`src/rtl/fifo_pkg.sv`:
```
// Shared definitions for the asynchronous FIFO pointer blocks (write and read side).
package fifo_pkg;

    localparam int ADDR_SIZE = 6;
    localparam int PTR_W     = ADDR_SIZE + 1;

    // Binary to reflected Gray code; callers keep the low bits they need.
    function automatic logic [31:0] bin2gray(input logic [31:0] bin);
        return (bin >> 1) ^ bin;
    endfunction

    // Gray to binary via XOR prefix from the MSB down; zero upper bits are harmless.
    function automatic logic [31:0] gray2bin(input logic [31:0] gray);
        logic [31:0] bin;
        bin[31] = gray[31];
        for (int i = 30; i >= 0; i--) begin
            bin[i] = bin[i + 1] ^ gray[i];
        end
        return bin;
    endfunction

endpackage

```
`src/rtl/fifo_wptr_full_if.sv`:
```
// Writer-side signal bundle of the asynchronous FIFO write pointer block.
interface fifo_wptr_full_if #(
    parameter int ADDR_SIZE = fifo_pkg::ADDR_SIZE
);
    logic                 w_en;
    logic                 clr_ovf;
    logic [ADDR_SIZE:0]   sync_rptr;
    logic                 w_inc;
    logic [ADDR_SIZE-1:0] w_addr;
    logic [ADDR_SIZE:0]   w_ptr;
    logic                 full;
    logic                 almost_full;
    logic [ADDR_SIZE:0]   w_count;
    logic                 overflow;

    // Writer / environment side.
    modport master (
        output w_en, clr_ovf, sync_rptr,
        input  w_inc, w_addr, w_ptr, full, almost_full, w_count, overflow
    );

    // Pointer block side.
    modport slave (
        input  w_en, clr_ovf, sync_rptr,
        output w_inc, w_addr, w_ptr, full, almost_full, w_count, overflow
    );
endinterface

```
`src/rtl/fifo_wptr_full_gray2bin.sv`:
```
// Combinational Gray-to-binary converter: each binary bit is the XOR of all Gray bits at and above it.
module gray2bin #(
    parameter int WIDTH = 7
) (
    input  logic [WIDTH-1:0] gray,
    output logic [WIDTH-1:0] bin
);
    for (genvar i = 0; i < WIDTH; i++) begin : g_bit
        assign bin[i] = ^gray[WIDTH-1:i];
    end
endmodule

```
`src/rtl/fifo_wptr_full.sv`:
```
// Write-domain pointer and full/almost-full/count/overflow generator of the asynchronous FIFO.
// The Gray pointer sent across domains comes straight from a flop, so it never glitches.
module fifo_wptr_full
    import fifo_pkg::*;
#(
    parameter int ADDR_SIZE = fifo_pkg::ADDR_SIZE,
    parameter int AF_MARGIN = 2
) (
    input  logic            clk,
    input  logic            rst,
    fifo_wptr_full_if.slave bus
);
    localparam int PW    = ADDR_SIZE + 1;
    localparam int DEPTH = 1 << ADDR_SIZE;
    localparam logic [PW-1:0] AF_LEVEL = PW'(DEPTH - AF_MARGIN);

    logic [PW-1:0] bin_r;
    logic [PW-1:0] ptr_r;
    logic [PW-1:0] count_r;
    logic          full_r;
    logic          af_r;
    logic          ovf_r;

    logic          w_inc_s;
    logic [PW-1:0] bin_next_s;
    logic [PW-1:0] gray_next_s;
    logic [31:0]   gray_wide_s;
    logic [PW-1:0] rbin_s;
    logic [PW-1:0] count_next_s;
    logic [PW-1:0] full_ptr_s;
    logic          full_next_s;
    logic          af_next_s;
    logic          ovf_next_s;

    gray2bin #(.WIDTH(PW)) u_rptr_g2b (
        .gray (bus.sync_rptr),
        .bin  (rbin_s)
    );

    // Next pointer, Gray encoding, fill level and status flags for the coming edge.
    always_comb begin
        w_inc_s      = bus.w_en & ~full_r;
        bin_next_s   = bin_r + {{(PW-1){1'b0}}, w_inc_s};
        gray_wide_s  = bin2gray(32'(bin_next_s));
        gray_next_s  = gray_wide_s[PW-1:0];
        // Full when the write pointer is exactly one lap ahead: top two Gray bits inverted.
        full_ptr_s   = {~bus.sync_rptr[PW-1:PW-2], bus.sync_rptr[PW-3:0]};
        full_next_s  = (gray_next_s == full_ptr_s);
        count_next_s = bin_next_s - rbin_s;
        af_next_s    = (count_next_s >= AF_LEVEL);
        // A blocked write sets the sticky flag and wins over a same-cycle clear.
        if (bus.w_en && full_r) begin
            ovf_next_s = 1'b1;
        end else if (bus.clr_ovf) begin
            ovf_next_s = 1'b0;
        end else begin
            ovf_next_s = ovf_r;
        end
    end

    // State and status registers with asynchronous reset.
    always_ff @(posedge clk or posedge rst) begin
        if (rst) begin
            bin_r   <= {PW{1'b0}};
            ptr_r   <= {PW{1'b0}};
            count_r <= {PW{1'b0}};
            full_r  <= 1'b0;
            af_r    <= 1'b0;
            ovf_r   <= 1'b0;
        end else begin
            bin_r   <= bin_next_s;
            ptr_r   <= gray_next_s;
            count_r <= count_next_s;
            full_r  <= full_next_s;
            af_r    <= af_next_s;
            ovf_r   <= ovf_next_s;
        end
    end

    assign bus.w_inc       = w_inc_s;
    assign bus.w_addr      = bin_r[ADDR_SIZE-1:0];
    assign bus.w_ptr       = ptr_r;
    assign bus.full        = full_r;
    assign bus.almost_full = af_r;
    assign bus.w_count     = count_r;
    assign bus.overflow    = ovf_r;

endmodule

```
`src/flat_wrapper.sv`:
```
// flat-port wrapper written by rule: the top's interface ports become plain ports
module fifo_wptr_full_flat import fifo_pkg::*;
#(
    parameter int ADDR_SIZE = fifo_pkg::ADDR_SIZE,
    parameter int AF_MARGIN = 2
)
  (clk, rst, bus_w_en, bus_clr_ovf, bus_sync_rptr, bus_w_inc, bus_w_addr, bus_w_ptr, bus_full, bus_almost_full, bus_w_count, bus_overflow);
  fifo_wptr_full_if #(.ADDR_SIZE(ADDR_SIZE)) bus_i ();
  input  logic clk;
  input  logic rst;
  input wire logic [$bits(bus_i.w_en)-1:0] bus_w_en;
  input wire logic [$bits(bus_i.clr_ovf)-1:0] bus_clr_ovf;
  input wire logic [$bits(bus_i.sync_rptr)-1:0] bus_sync_rptr;
  output wire logic [$bits(bus_i.w_inc)-1:0] bus_w_inc;
  output wire logic [$bits(bus_i.w_addr)-1:0] bus_w_addr;
  output wire logic [$bits(bus_i.w_ptr)-1:0] bus_w_ptr;
  output wire logic [$bits(bus_i.full)-1:0] bus_full;
  output wire logic [$bits(bus_i.almost_full)-1:0] bus_almost_full;
  output wire logic [$bits(bus_i.w_count)-1:0] bus_w_count;
  output wire logic [$bits(bus_i.overflow)-1:0] bus_overflow;
  assign bus_i.w_en = bus_w_en;
  assign bus_i.clr_ovf = bus_clr_ovf;
  assign bus_i.sync_rptr = bus_sync_rptr;
  assign bus_w_inc = bus_i.w_inc;
  assign bus_w_addr = bus_i.w_addr;
  assign bus_w_ptr = bus_i.w_ptr;
  assign bus_full = bus_i.full;
  assign bus_almost_full = bus_i.almost_full;
  assign bus_w_count = bus_i.w_count;
  assign bus_overflow = bus_i.overflow;
  fifo_wptr_full #(.ADDR_SIZE(ADDR_SIZE), .AF_MARGIN(AF_MARGIN)) u_core (.clk(clk), .rst(rst), .bus(bus_i));
endmodule
```
`config.mk`:
```
export PLATFORM = sky130hd
export DESIGN_NAME = fifo_wptr_full_flat
export DESIGN_NICKNAME = d
export VERILOG_FILES = /design/src/rtl/fifo_pkg.sv /design/src/rtl/fifo_wptr_full_if.sv /design/src/rtl/fifo_wptr_full_gray2bin.sv /design/src/rtl/fifo_wptr_full.sv /design/src/flat_wrapper.sv
export SDC_FILE = /design/constraint.sdc
export NUM_CORES = 1
export LEC_CHECK = 0
export BUFFER_PORTS_ARGS = -buffer_cell sky130_fd_sc_hd__buf_2
export CORE_MARGIN = 4
export CORE_UTILIZATION = 28
export DETAILED_ROUTE_END_ITERATION = 16
export GPL_ROUTABILITY_DRIVEN = 0
export GPL_TIMING_DRIVEN = 0
export HOLD_SLACK_MARGIN = 0.08
export REMOVE_ABC_BUFFERS = 1
export SYNTH_ARGS = -nofsm -noshare
export SYNTH_HDL_FRONTEND = slang
export SYNTH_HIERARCHICAL = 1
export SYNTH_SLANG_ARGS = --single-unit
```
`constraint.sdc`:
```
create_clock -name clk -period 3.55 [get_ports clk]
set_clock_uncertainty 0.2 [all_clocks]
set_input_delay 0.355 -clock clk [delete_from_list [all_inputs] [get_ports clk]]
set_output_delay 0.355 -clock clk [all_outputs]
set_load 0.02 [all_outputs]
```
==> results of run 1 <==
[what timing repair did]
item / in CTS / in global routing
hold buffers: 1 / 0
hold endpoints to repair: 1 / 0
buffers inserted: 0 / 0
[Yosys cell counts (all sizes together)]
library cell and count:
dfrtp 23, nor2b 5, buf 2, nor2 3, xor2 10, o2111a 1, xnor2 13, o311ai 1
nor3b 1, or3b 1, o21a 2, ha 8, mux2 1, a211oi 1, xnor3 6, fa 1
nand3 4, inv 17, and3 2, a31oi 1, nor3 2, o21ai 4, nand2 8, o211a 1
or3 2, o21bai 1, a21o 1, a21oi 4, xor3 1
[worst reg2reg max path: cells and delay by family, from the launching register on]
| family | cells | cell delay, ns |
|---|---|---|
| AOI/OAI and AO/OA | 4 | 0.66 |
| xor gates and xnor gates | 1 | 0.28 |
| adders and majority gates | 3 | 0.92 |
| DFF | 1 | 0.40 |
| and+or+nand+nor | 3 | 0.50 |
[sequential cells by signal (all words and copies together), names as in the netlist]
name / count
u_core/bin_r: 7
u_core/bus.full: 1
u_core/bus.w_ptr: 6
u_core/bus.almost_full: 1
u_core/bus.w_count: 7
u_core/bus.overflow: 1
[report_power, final]
group	switching (W)	internal, W
clock network	0.0000833	0.0000783
registers	0.0000848	0.000397
logic	0.000643	0.000487
total	0.000811	0.000962
[area by class of cell]
| cell class | instances | area [sq um] |
|---|---|---|
| Fill cell | 515 | 3140 |
| Multi-Input combinational cell | 85 | 795 |
| Sequential cell | 23 | 576 |
| Timing Repair Buffer | 35 | 180 |
| Tap cell | 67 | 83.8 |
| Inverter | 17 | 63.8 |
| Clock buffer | 3 | 41.3 |
| Clock inverter | 1 | 5.00 |
[logic make-up after synthesis]
family / Yosys count / synth area share [%]
muxes: 1 / 0.775
adders and majority gates: 9 / 8.27
DFF: 23 / 39.6
xor gates and xnor gates: 30 / 27.0
and+or+nand+nor: 28 / 10.6
buffers and inverters: 19 / 5.68
AOI/OAI and AO/OA: 17 / 8.10
[path summary, 6_finish.rpt]
path / cells after the start / end / slack, ns / start
min in group clk: 3 / u_core/bus.overflow / 0.11 / bus_w_en
worst min-delay path: 2 / u_core/bus.w_count[6] / 0.07 / rst
worst max-delay path: 11 / u_core/bus.almost_full / 0.48 / u_core/bus.full
worst max register to register: 11 / u_core/bus.almost_full / 0.48 / u_core/bus.full
max in group asynchronous: 2 / u_core/bus.full / 2.54 / rst
worst min register to register: 2 / u_core/bus.overflow / 0.32 / u_core/bus.full
[per-layer routing]
metal	GRT usage, %	part of all wire [%]
met5	0	0
met4	2.87	1.0
met3	2.26	3.7
met2	16.5	49
met1	11.6	46
[stage by stage]
stage | hold slack, ns | power, W | util (%) | worst slack [ns]
floorplan | 0.157 | 0.00135 | - | 0.383
global placement | 0.291 | 0.00161 | 34.6 | 0.352
detailed placement | 0.301 | 0.00162 | 34.6 | 0.385
CTS | 0.100 | 0.00181 | 35.7 | 0.426
global route | 0.156 | 0.00197 | 35.7 | 0.0174
finish | 0.0707 | 0.00177 | 35.7 | 0.477
==> summary.md, run 1 <==
| Metric | Value |
|---|---|
| Slew margin rel. | 40.6% |
| Commonest non-fill, non-tap cell in the layout | buf_2 |
| DR WL/cell | roughly 12 um |
| CP required | between 3 and 4 ns |
| DP Area | approximately 1700 sq um |
| Clock Tree Buf Depth | 2 |
| GRT Residual Overflow | 0 |
| TritonCTS Buffers | 3 |
| Synth unique cells | 36 |
| Skew-Pair Late Insertion Delay | between 0.2 and 0.3 ns |
| RSZ-0062 raised after global routing | false |
| Commonest cells after routing, fill and taps aside | buf_2, dfrtp_1, inv_1, xnor2_1 |
| Yosys warnings | 6 |
| Htree depth | 1 |
| Share of cells above drive strength 1 | about 30% |
| Max Cap Viol | 0 |
| Tmin final | 3.07 ns |
| Post-Syn Instances | 127 |
| Tot GR Track Use | a little under a tenth |
| First-pass DRT Iterations | 4 |
| DP HPWL | between 2000 and 2500 um |
| Pleak | 0.922 nW |
| Number of diodes | 0 |
| Critical path fanouts, max | 6 |
| Tightest Hold Check Type | in -> async |
| CTS resizes | 0 |
| #FFs+latches synth | 23 |
| Setup violations, final | 0 |
| Worst setup path class | reg -> reg |
| Die Wd | roughly 80 um |
| Chip height | roughly 80 um |
| Clk root buf | clkbuf_8 |
| Final instance area | approximately 1700 sq um |
| Worst Path Buf+Inv | 0 |
| Cell area after synthesis | ~1500 sq um |
| Synth-to-Final Area Change | 20.1% |
| CP delay by family, top | adder cells |
| First-pass GRT wire length | ~4700 um |
| Worst-path clk slew | 0.08 ns |
| Routed Antenna Nets | 0 |
| Vias per std cell | just over 4 |
| Final count of pins violating max slew | 0 |
| PortBufs | 34 |
| Nets | 185 |
| Yosys top cell area share | between 30% and 40% |
| Cell taking the most area after synthesis | dfrtp_1 |
| Die area | between 6000 and 7000 sq um |
| Cell Rows | 25 |
| Setup tns final | 0 ns |
| Syn avg cell area | ~11 sq um |
| Vias in the first global route | 1033 |
| Initial drt markers | 29 |
| Peak supply drop | approximately 310 uV |
| Initial antenna violation count | 0 |
| Layout Cells excl Fill | between 200 and 250 |
| Crit-path slowest cell | dfrtp_1 |
| I/O pin cnt | 35 |
| Post-synthesis sequential area ratio | a little under 40% |
| Crit path largest cell delay | about 0.4 ns |
| F_max | around 330 MHz |
| Final wirelength | roughly 2700 um |
| Crit path DAT | 3.01 ns |
| Top cells by area in the synthesized netlist | dfrtp_1, xnor3_1, xnor2_1 |
| Worst setup SP type | flop |
| Crit-path cells | nor2b_1 -> ha_1 -> ha_1 -> nand3_1 -> xnor2_2 -> ha_1 -> nor2b_1 -> a21oi_1 -> o21ai_0 -> a211oi_1 -> o311ai_1 |
| CTS tree | done |
| Core Footprint | between 4000 and 5000 sq um |
| DRC errors left | 0 |
| PD cells | just over 1000 nW/um^2 |
| Dpl cells | roughly 230 |
| Worst Tran Pin Value | 0.889 ns |
| Clk sinks | 23 |
| Result of the run | finished, final reports clean |
| Final worst path period share | about 87% |
| Vias | ~950 |
| Most used cell, CP | ha_1 |
| Initial core utilization | ~30% |
| Endpoint type of the worst setup path | flop |
| Fin. Hold Viols | 0 |
| Largest net degree at the start of global routing | 24 |
No activity file was read; power rests on OpenSTA's default activity.
==> inputs of run 2 (changes only) <==
Settings changed: SYNTH_HIERARCHICAL 1 to unset.
==> summary.md, run 2 <==
| Metric | Value |
|---|---|
| Vias in the first global route | 923 (-11%) |
| Die Wd | 75.7 um (-5.4%) |
| Number of synthesized flops with an enable pin | 0 (unchanged) |
| GRT Residual Overflow | 0 (unchanged) |
| Clock Tree Buf Depth | 2 (unchanged) |
| Setup tns final | 0 ns (unchanged) |
| DRC errors left | 0 (unchanged) |
| Initial drt markers | 35 (+21%) |
| CP required | 3.51 ns (+0.03 ns) |
| Number of diodes | 0 (unchanged) |
| Critical path fanouts, max | 3 (-3) |
| Tot GR Track Use | 9.12% (-0.38 points) |
| Endpoint type of the worst setup path | flop |
| Cell area after synthesis | 1280 sq um (-12%) |
| Hold Buf Count CTS | 0 (-1) |
| Synth unique cells | 28 (-22%) |
| CTS resizes | 0 (unchanged) |
| PD cells | 1110 nW/um^2 (+9.3%) |
| Final instance area | 1550 sq um (-11%) |
| Yosys top cell area share | 44.9% (+5.3 points) |
| Tightest Hold Check Type | in -> async |
| Tmin final | 3.14 ns (+0.0642 ns) |
| Routed Antenna Nets | 0 (unchanged) |
| Top cells by area in the synthesized netlist | dfrtp_1, xnor2_1, xor2_1 |
| Ys async rst share | 100% (unchanged) |
| Clk root buf | clkbuf_8 |
| DP HPWL | 1980 um (-3.7%) |
| F_max | 319 MHz (-2.0%) |
| Synth-to-Final Area Change | 21.2% |
| Commonest cells after routing, fill and taps aside | buf_2, dfrtp_1, xnor2_1, xor2_1, inv_1 |
| First-pass DRT Iterations | 4 (unchanged) |
| Core Footprint | 4380 sq um (-10%) |
| Final wirelength | 2450 um (-8.7%) |
| Pleak | 0.768 nW (-17%) |
| #FFs+latches synth | 23 (unchanged) |
| TritonCTS Buffers | 3 (unchanged) |
| Worst Tran Pin Value | 0.900 ns (+0.0103 ns) |
| I/O pin cnt | 35 (unchanged) |
| Htree depth | 1 (unchanged) |
| Setup violations, final | 0 (unchanged) |
| First-pass GRT wire length | 3970 um (-16%) |
| Crit path DAT | 3.10 ns (+0.09 ns) |
| Initial core utilization | 29.3% (-0.52 points) |
| RSZ-0062 raised after global routing | false |
| Vias | 867 (-8.9%) |
| DP Area | 1510 sq um (-11%) |
| Peak supply drop | 248 uV (-19%) |
| Commonest non-fill, non-tap cell in the layout | buf_2 |
| Final count of pins violating max slew | 0 (unchanged) |
| Worst setup path class | in -> reg |
| Setup Buffers After CTS | 0 (unchanged) |
| Clk sinks | 23 (unchanged) |
| Vias per std cell | 4.34 (+5.2%) |
| Most common cell in the netlist | dfrtp_1 |
| Die area | 5730 sq um (-11%) |
| Largest net degree at the start of global routing | 24 (unchanged) |
| Max Cap Viol | 0 (unchanged) |
| PortBufs | 34 (unchanged) |
| Share of cells above drive strength 1 | 29.7% (+0.46 points) |
| Slew margin rel. | 40.0% (-0.69 points) |
| Nets | 169 (-8.6%) |
| Top_reg_cell synth | dfrtp_1 |
| Fin. Hold Viols | 0 (unchanged) |
| Result of the run | finished, final reports clean |
| DR WL/cell | 12.3 um (+5.4%) |
| Post-synthesis sequential area ratio | 44.9% (+5.3 points) |
| Post-synth top cells | dfrtp_1, xnor2_1, xor2_1, inv_1 |
| Worst-path clk slew | 0.08 ns (about the same) |
| CTS tree | done |
| Cell taking the most area after synthesis | dfrtp_1 |
| Worst setup SP type | input pin |
| Skew-Pair Late Insertion Delay | 0.26 ns (about the same) |
| Post-Syn Instances | 112 (-12%) |
| Chip height | 75.7 um (-5.4%) |
| Cell Rows | 24 (-4.0%) |
| Final worst path period share | 88.4% (+1.8 points) |
| Syn avg cell area | 11.5 sq um (+0.11%) |
| Yosys warnings | 0 (-6) |
| Initial antenna violation count | 0 (unchanged) |
[run 2: cell count changes in the layout (fill, tap and decap cells not counted), sizes merged, moves of 2 or more]
cell | before | now
xnor2 | 13 | 16
o21a | 2 | 0
inv | 17 | 9
a21o | 1 | 3
o21ai | 4 | 1
xnor3 | 6 | 1
xor2 | 10 | 15
nor2b | 5 | 1
[run 2: routing by layer]
metal  wire [um]  part of all wire, %  GRT usage (%)  vias up
met5           0                    0              0        -
met4          27                  1.1           4.08        0
met3         125                  5.1           1.45        2
met2        1220                   50           15.2       19
met1        1080                   44           11.6      410
li1            -                    -              -      436
[run 2: kinds of logic after synthesis]
kind of cell / share of synthesized area [%]
DFF: 44.9
adders and majority gates: 9.37
and+or+nand+nor: 8.00
buffers and inverters: 3.41
AOI/OAI and AO/OA: 7.90
muxes: 0.781
xor gates and xnor gates: 25.7
[run 2: final timing paths]
path                       slack (ns)              from                     end  cells past startpoint
max                              0.41  bus_sync_rptr[4]  u_core.bus.almost_full                     13
min                              0.07               rst     u_core.bus.w_ptr[0]                      2
max reg2reg                      0.43   u_core.bus.full  u_core.bus.almost_full                     12
min reg2reg                      0.31   u_core.bus.full     u_core.bus.overflow                      2
max in group asynchronous        2.52               rst         u_core.bin_r[4]                      2
min in group clk                 0.09       bus_clr_ovf     u_core.bus.overflow                      2
[run 2: stage by stage]
| step | hold slack, ns | total power (W) | worst slack [ns] | utilization [%] | cells |
|---|---|---|---|---|---|
| floorplan | 0.157 | 0.00131 | 0.269 | - | 110 |
| global placement | 0.287 | 0.00157 | 0.141 | 34.4 | 196 |
| detailed placement | 0.302 | 0.00159 | 0.104 | 34.4 | 196 |
| CTS | 0.0873 | 0.00176 | 0.378 | 35.4 | 200 |
| global route | 0.112 | 0.00190 | 0.198 | 35.4 | 200 |
| finish | 0.0727 | 0.00173 | 0.413 | 35.4 | 200 |
[run 2: area by class of cell]
type,count,area (sq um)
clock inverter,1,5.00
clock buffer,3,41.3
sequential,23,576
timing repair buffer,34,170
fill,461,2830
multi-input combinational,78,663
tap,52,65.1
inverter,9,33.8
[run 2: report_power, final]
part,internal (W),switching [W]
Combinational,0.000450,0.000647
Sequential,0.000402,0.0000652
Clock,0.0000783,0.0000840
[run 2: worst max-delay path, stage by stage]
cell	delay, ns
buf_2	0.10
xnor3_2	0.47
xor2_4	0.21
xor2_1	0.25
xor2_1	0.34
xnor2_1	0.16
ha_1	0.16
inv_1	0.06
fa_1	0.40
nand2_1	0.11
o21bai_1	0.09
xor2_1	0.16
a31o_1	0.22
